[config.mk]
export PLATFORM = sky130hd
export DESIGN_NAME = qed_imem_fetch_port
export DESIGN_NICKNAME = d
export VERILOG_FILES = /design/src/rtl/qed_imem_fetch_port.sv
export SDC_FILE = /design/constraint.sdc
export NUM_CORES = 1
export LEC_CHECK = 0
export ABC_CLOCK_PERIOD_IN_PS = 5700
export BUFFER_PORTS_ARGS = -buffer_cell sky130_fd_sc_hd__buf_2
export CORE_ASPECT_RATIO = 0.9
export CORE_MARGIN = 10
export CORE_UTILIZATION = 51
export DETAILED_ROUTE_END_ITERATION = 10
export GPL_ROUTABILITY_DRIVEN = 0
export PLACE_DENSITY = 0.75
export REMOVE_ABC_BUFFERS = 1
export SETUP_SLACK_MARGIN = 0.5
export SLEW_MARGIN = 30
export SYNTH_ARGS = -nofsm -noshare
export SYNTH_HDL_FRONTEND = slang
export SYNTH_SLANG_ARGS = --single-unit
export TNS_END_PERCENT = 30
[constraint.sdc]
create_clock -name clk_i -period 5.7 [get_ports clk_i]
set_input_delay 0.57 -clock clk_i [delete_from_list [all_inputs] [get_ports clk_i]]
set_output_delay 0.57 -clock clk_i [all_outputs]
set_load 0.005 [all_outputs]
[src/rtl/qed_imem_fetch_port.sv]
// qed_imem_fetch_port
//   Read side of the QED instruction-memory write stream. A DEPTH-word store
//   is filled by qed_mem_shim writes and serves the core fetch port with a
//   1-cycle synchronous read. A per-slot written bit masks stale data, so
//   fetches of unwritten slots return NOP_INSTR with fetch_hit_o=0.
//   Fetch/hole/fill statistics are kept for the formal harness.
//
// Config macro: QED_FETCH_BYPASS_EN
//   defined   : a same-edge write+fetch to one index returns wr_data_i, hit=1
//   undefined : read-first, the fetch sees the slot's pre-write state
//
// Ports
//   clk_i, rst_i        clock, synchronous active-high reset
//   wr_en_i/addr/data   write stream (byte address, index = addr[AW+1:2])
//   fetch_en_i/addr     fetch strobe and byte address; fetch_en_i=0 holds outputs
//   fetch_instr_o/hit_o registered fetch result
//   fill_count_o        number of written slots (0..DEPTH)
//   fetch_count_o       accepted fetches, saturating
//   hole_count_o        accepted fetches that missed, saturating
module qed_imem_fetch_port #(
  parameter int          DEPTH     = 32,
  parameter logic [31:0] NOP_INSTR = 32'h0000_0013,
  parameter int          CNT_W     = 16
) (
  input  logic                     clk_i,
  input  logic                     rst_i,
  input  logic                     wr_en_i,
  input  logic [31:0]              wr_addr_i,
  input  logic [31:0]              wr_data_i,
  input  logic                     fetch_en_i,
  input  logic [31:0]              fetch_addr_i,
  output logic [31:0]              fetch_instr_o,
  output logic                     fetch_hit_o,
  output logic [$clog2(DEPTH):0]   fill_count_o,
  output logic [CNT_W-1:0]         fetch_count_o,
  output logic [CNT_W-1:0]         hole_count_o
);
  localparam int AW = $clog2(DEPTH);
  localparam logic [CNT_W-1:0] CNT_MAX = '1;
  localparam logic [CNT_W-1:0] CNT_ONE = {{(CNT_W-1){1'b0}}, 1'b1};
  localparam logic [AW:0]      FILL_ONE = {{AW{1'b0}}, 1'b1};

  logic [31:0]      r_mem [DEPTH];
  logic [DEPTH-1:0] r_written;
  logic [AW:0]      r_fill;
  logic [31:0]      r_instr;
  logic             r_hit;
  logic [CNT_W-1:0] r_fetch_cnt;
  logic [CNT_W-1:0] r_hole_cnt;

  logic [AW-1:0]    w_wr_idx;
  logic [AW-1:0]    w_fe_idx;
  logic [31:0]      w_rd_word;
  logic             w_rd_hit;
  logic             w_new_slot;
  logic             w_unused;

  // Byte offset and bits above the index are ignored: addresses wrap.
  assign w_wr_idx = wr_addr_i[AW+1:2];
  assign w_fe_idx = fetch_addr_i[AW+1:2];
  assign w_unused = ^{wr_addr_i[31:AW+2], wr_addr_i[1:0],
                      fetch_addr_i[31:AW+2], fetch_addr_i[1:0]};

  // Only the first write to a slot grows the fill count.
  assign w_new_slot = wr_en_i & ~r_written[w_wr_idx];

  always_comb begin
    w_rd_hit  = r_written[w_fe_idx];
    w_rd_word = w_rd_hit ? r_mem[w_fe_idx] : NOP_INSTR;
`ifdef QED_FETCH_BYPASS_EN
    // Write-first: forward the word landing on this edge.
    if (wr_en_i && (w_wr_idx == w_fe_idx)) begin
      w_rd_hit  = 1'b1;
      w_rd_word = wr_data_i;
    end
`endif
  end

  // Data array carries no reset; the written bits mask whatever it holds.
  always_ff @(posedge clk_i) begin
    if (wr_en_i) r_mem[w_wr_idx] <= wr_data_i;
  end

  always_ff @(posedge clk_i) begin
    if (rst_i) begin
      r_written   <= '0;
      r_fill      <= '0;
      r_instr     <= NOP_INSTR;
      r_hit       <= 1'b0;
      r_fetch_cnt <= '0;
      r_hole_cnt  <= '0;
    end else begin
      if (wr_en_i) begin
        r_written[w_wr_idx] <= 1'b1;
        if (w_new_slot) r_fill <= r_fill + FILL_ONE;
      end
      if (fetch_en_i) begin
        r_instr <= w_rd_word;
        r_hit   <= w_rd_hit;
        if (r_fetch_cnt != CNT_MAX) r_fetch_cnt <= r_fetch_cnt + CNT_ONE;
        if (!w_rd_hit && (r_hole_cnt != CNT_MAX)) r_hole_cnt <= r_hole_cnt + CNT_ONE;
      end
    end
  end

  assign fetch_instr_o = r_instr;
  assign fetch_hit_o   = r_hit;
  assign fill_count_o  = r_fill;
  assign fetch_count_o = r_fetch_cnt;
  assign hole_count_o  = r_hole_cnt;

endmodule

Word-level counts from Yosys, hierarchy flattened
Memories as Yosys holds them, arrays and structs flattened. Index checks and enable logic that the tools add are counted. W data, S select, Z words.

$add $sub $neg: 3. Reductions and logical operators: 6. Bitwise logic cells: 3. Order comparisons: 3. Equality and inequality tests: 2. Mux-type cells: 9.

Operator list (count): $add A16 B1 Y16 const B (2); $mux W32 (1); $ne A16 B16 Y1 const B (2); $or A32 B32 Y32 (1); $lt A5 B6 Y1 const B (2); $bmux W1 S5 (2); $add A6 B1 Y6 const B (1); $reduce_and A2 Y1 (3); $demux W1 S5 (1); $ge A5 B1 Y1 const B (1); $mux W1 (5); $logic_and A1 B1 Y1 (2); $and A1 B1 Y1 (1); $logic_not A1 Y1 (1); $not A1 Y1 (1).

Flip-flop bits (word level): 103. Memories kept: 1. Logic and storage cells: 33. Memory bits (writable): 1024. Output and inout bits: 71.

Memories: r_mem (words 32, bits a word 32, read ports 1, clocked after Yosys merged registers in 0, write ports 1, RTL line 43) `logic [31:0] r_mem [DEPTH];`.

Logic depth before layout (Yosys ltp)
Word-level depth: 5. Mapped depth: 10. Gate-level depth less buffers: 7.

Worst setup path before layout
Ideal clock, no wire load.

Path kind: input -> register. From: input port wr_addr_i[4]. To: memory r_mem[4][0], enable pin. Required time: 5.277 ns. Slack: 2.584 ns. Arrival time: 2.693 ns. Cell stages on the path: 3. Cell sequence: clkbuf_1 -> or3b_2 -> nor2_1.

RTL lines: start, declared (RTL line 28) `input logic [31:0] wr_addr_i,`; end, declared (RTL line 43).

Straight into the memory's write port.

Worst setup path in the final report
From: input port fetch_addr_i[2]. To: register r_hole_cnt[9] (netlist: hole_count_o[9]).

Word-level cells in the longest chain between the ends: 5.

RTL lines: start, declared (RTL line 31) `input logic [31:0] fetch_addr_i,`; $bmux W1 S5 (RTL line 68) `w_rd_hit = r_written[w_fe_idx];`; $mux W1 (not written as such) (RTL line 68); $logic_not A1 Y1 (RTL line 101) `if (!w_rd_hit && (r_hole_cnt != CNT_MAX)) r_hole_cnt <= r_hole_cnt + CNT_ONE;`; $logic_and A1 B1 Y1 (RTL line 101); $reduce_and A2 Y1 (no line); end signal, assigned (RTL line 101); end, declared (RTL line 49) `logic [CNT_W-1:0] r_hole_cnt;`.

No other way between the ends. The select of a mux whose other input is x is not followed. A chain may end at the register's enable or synchronous reset.

==> results.json <==
{
  "status": "finished clean",
  "tightest_slew_ns": 0.9455,
  "synth_ff_type": "edfxtp_1",
  "critPathTopFamily": "simple AND/OR/NAND/NOR gates",
  "async_flop_share_pct": 0,
  "drv_slew": 0,
  "ys_ff_latch": 1127,
  "path_cells": "buf_8, nor2b_1, a22oi_1, nand3_1, nand3_1, nor4_1, mux2_2",
  "grt_setup_unrepaired": "false",
  "fmax_ghz": 0.3510,
  "drc_errors": 0,
  "area_growth_pct": 14.61,
  "cts_tree": "done",
  "maxSlewHeadroom_pct": 36.78,
  "rows": 101,
  "numClockSinks": 1127,
  "layout_common_cells": "edfxtp_1, mux4_2, clkbuf_16, buf_2, mux2i_1",
  "h-tree-depth": 3,
  "clk_pin_slew_worst_paths_ns": 0.06,
  "avgRoutedWirePerCell_um": 28.98,
  "hp-class": "input port to register",
  "crit_path_max_fanout": 56,
  "path_class": "input port to register",
  "ctsResizeCount": 0,
  "ios": 171,
  "cp_slowest_cell": "nand3_1",
  "synth_area_leaders": "edfxtp_1, mux4_2, dfxtp_1",
  "hold_viol_final": 0,
  "setup_violations": 0,
  "yosysTopAreaCellShare_pct": 70.81,
  "synth_area_um2": 43420,
  "post-dp-hpwl_um": 57270,
  "drive_above_1_share_pct": 27.71,
  "synth_top_cell_by_area": "edfxtp_1",
  "cts_hold_buffers": 0,
  "post-route-period-util_pct": 49.99,
  "clock_path_buffers": 3,
  "startpoint_type": "input port",
  "final_nets": 2433,
  "dr.pass1.iters": 5,
  "skew_ns": 0.02225,
  "cp_data_required_time_ns": 6.26,
  "grt_max_degree": 90,
  "dieArea_um2": 97230,
  "yosysSeqAreaShare_pct": 75.56,
  "power_density_nw_per_um2": 345.7,
  "ant_nets": 0,
  "p_leak_nw": 16.13,
  "first_global_vias": 22730,
  "vias": 22250,
  "min_period_ns": 2.849,
  "yosysUniqueCellTypes": 51,
  "maxCapViolations": 0,
  "clk_latency_ns": 0.67,
  "end_kind": "register",
  "die_h_um": 296.8,
  "utilization_pct": 58.96,
  "drt_wl_total_um": 103200,
  "core-area_um2": 84420,
  "crit_top_cell": "nand3_1",
  "drtIter0Drc": 2497,
  "ys_warn_count": 0,
  "postCtsSetupBuffers": 0,
  "avgSynthCellArea_um2": 20.18,
  "syn_inst": 2152,
  "fillers": 5903,
  "track_usage_pct": 21.05,
  "synth_edf_count": 1024,
  "overflow": 0,
  "cts_root_buffer": "clkbuf_16",
  "fin_setup_tns_ns": 0,
  "port_buffers": 116,
  "cp.arrival_ns": 3.40,
  "cp_num_buf_inv": 1,
  "via_per_inst": 6.245,
  "cts_buffers": 108,
  "max_stage_delay_ns": 0.62,
  "initial_core_util_pct": 51.44,
  "grt_antenna_before_repair": 5,
  "ir_drop_uv": 227.7,
  "die_w_um": 327.6,
  "grt_pass1_wl_um": 152500,
  "final_common_cell": "edfxtp_1"
}
==> metal layers <==
metal | global-route usage, % | vias to the layer above | wire length [µm]
li1 | - | 9236 | -
met1 | 27.68 | 11770 | 39520
met2 | 35.52 | 1042 | 52900
met3 | 3.846 | 192 | 8023
met4 | 6.403 | 4 | 2755
met5 | 0 | - | 30
==> sequential cells by signal, indices dropped and copies added, names as in the netlist <==
register	cells
fill_count_o	6
fetch_count_o	16
r_mem	1024
r_written	32
hole_count_o	16
fetch_hit_o	1
fetch_instr_o	32
==> cell type report <==
cell class | count | area [µm²] | area share, %
Sequential cell | 1127 | 32810 | 65.93
Multi-Input combinational cell | 898 | 10220 | 20.54
Clock buffer | 135 | 2969 | 5.966
Timing Repair Buffer | 188 | 1640 | 3.296
Tap cell | 1133 | 1418 | 2.848
Clock inverter | 70 | 673.1 | 1.353
Inverter | 7 | 26.28 | 0.05280
Antenna cell | 4 | 10.01 | 0.02011
==> worst register-to-register path, delay by kind of cell, from the launching register on <==
family | cells | cell delay, ns
AND/OR/NAND/NOR | 3 | 1.33
flip-flops | 1 | 0.32
AO/OA/AOI/OAI | 1 | 0.12
multiplexers | 2 | 0.54
==> Yosys cell counts (7+ instances only) <==
master,instances
nor2b_1,13
and3_1,8
buf_1,15
nand4_1,9
nand2_1,56
a21oi_1,53
a31oi_1,7
o21ai_0,52
edfxtp_1,1024
nor3_1,19
a221oi_1,18
o22ai_1,23
mux2_2,8
inv_1,7
buf_2,40
nand2b_1,7
mux2i_1,105
buf_4,13
buf_6,7
dfxtp_1,103
xor2_1,11
mux4_2,266
nand3_1,25
clkbuf_1,44
a211oi_1,16
nor2_1,126
o31ai_1,9
or3_1,10
==> cell families after synthesis <==
logic type,after synthesis,synth area share [%]
DFF,1127,75.56
and+or+nand+nor,300,3.242
adders and majority gates,3,0.08645
xor gates and xnor gates,16,0.3227
buffers and inverters,127,1.484
AOI/OAI and AO/OA,199,2.853
muxes,380,16.45
==> stage by stage <==
step | setup WS [ns] | total power [mW] | hold slack [ns] | std cells | cell area, µm²
floorplan | 2.780 | 9.695 | 0.4487 | 2032 | 42800
global placement | 2.302 | 10.10 | 0.4391 | 3331 | 45550
detailed placement | 2.161 | 10.14 | 0.4420 | 3347 | 45950
CTS | 2.850 | 17.30 | 0.2502 | 3552 | 49590
global route | 2.576 | 17.68 | 0.3056 | 3560 | 49760
finish | 2.851 | 17.20 | 0.2869 | 3562 | 49770
==> where the power goes <==
part	total (mW)	switching (mW)	leakage, nW	internal (mW)
Combinational	0.820	0.496	4.27	0.324
Clock	7.23	3.00	1.79	4.23
Sequential	9.15	0.0369	10.1	9.11
Total	17.2	3.53	16.1	13.7
==> path summary, 6_finish.rpt <==
kind | to | cells past startpoint | slack, ns | startpoint
setup / recovery | hole_count_o[9] | 7 | 2.85 | fetch_addr_i[2]
hold / removal | fetch_count_o[1] | 3 | 0.29 | fetch_en_i
setup reg to reg | hole_count_o[9] | 6 | 3.28 | r_written[14]
hold reg to reg | fetch_instr_o[12] | 2 | 0.45 | fetch_instr_o[12]
Note: power is estimated with default switching activity, not from simulation.
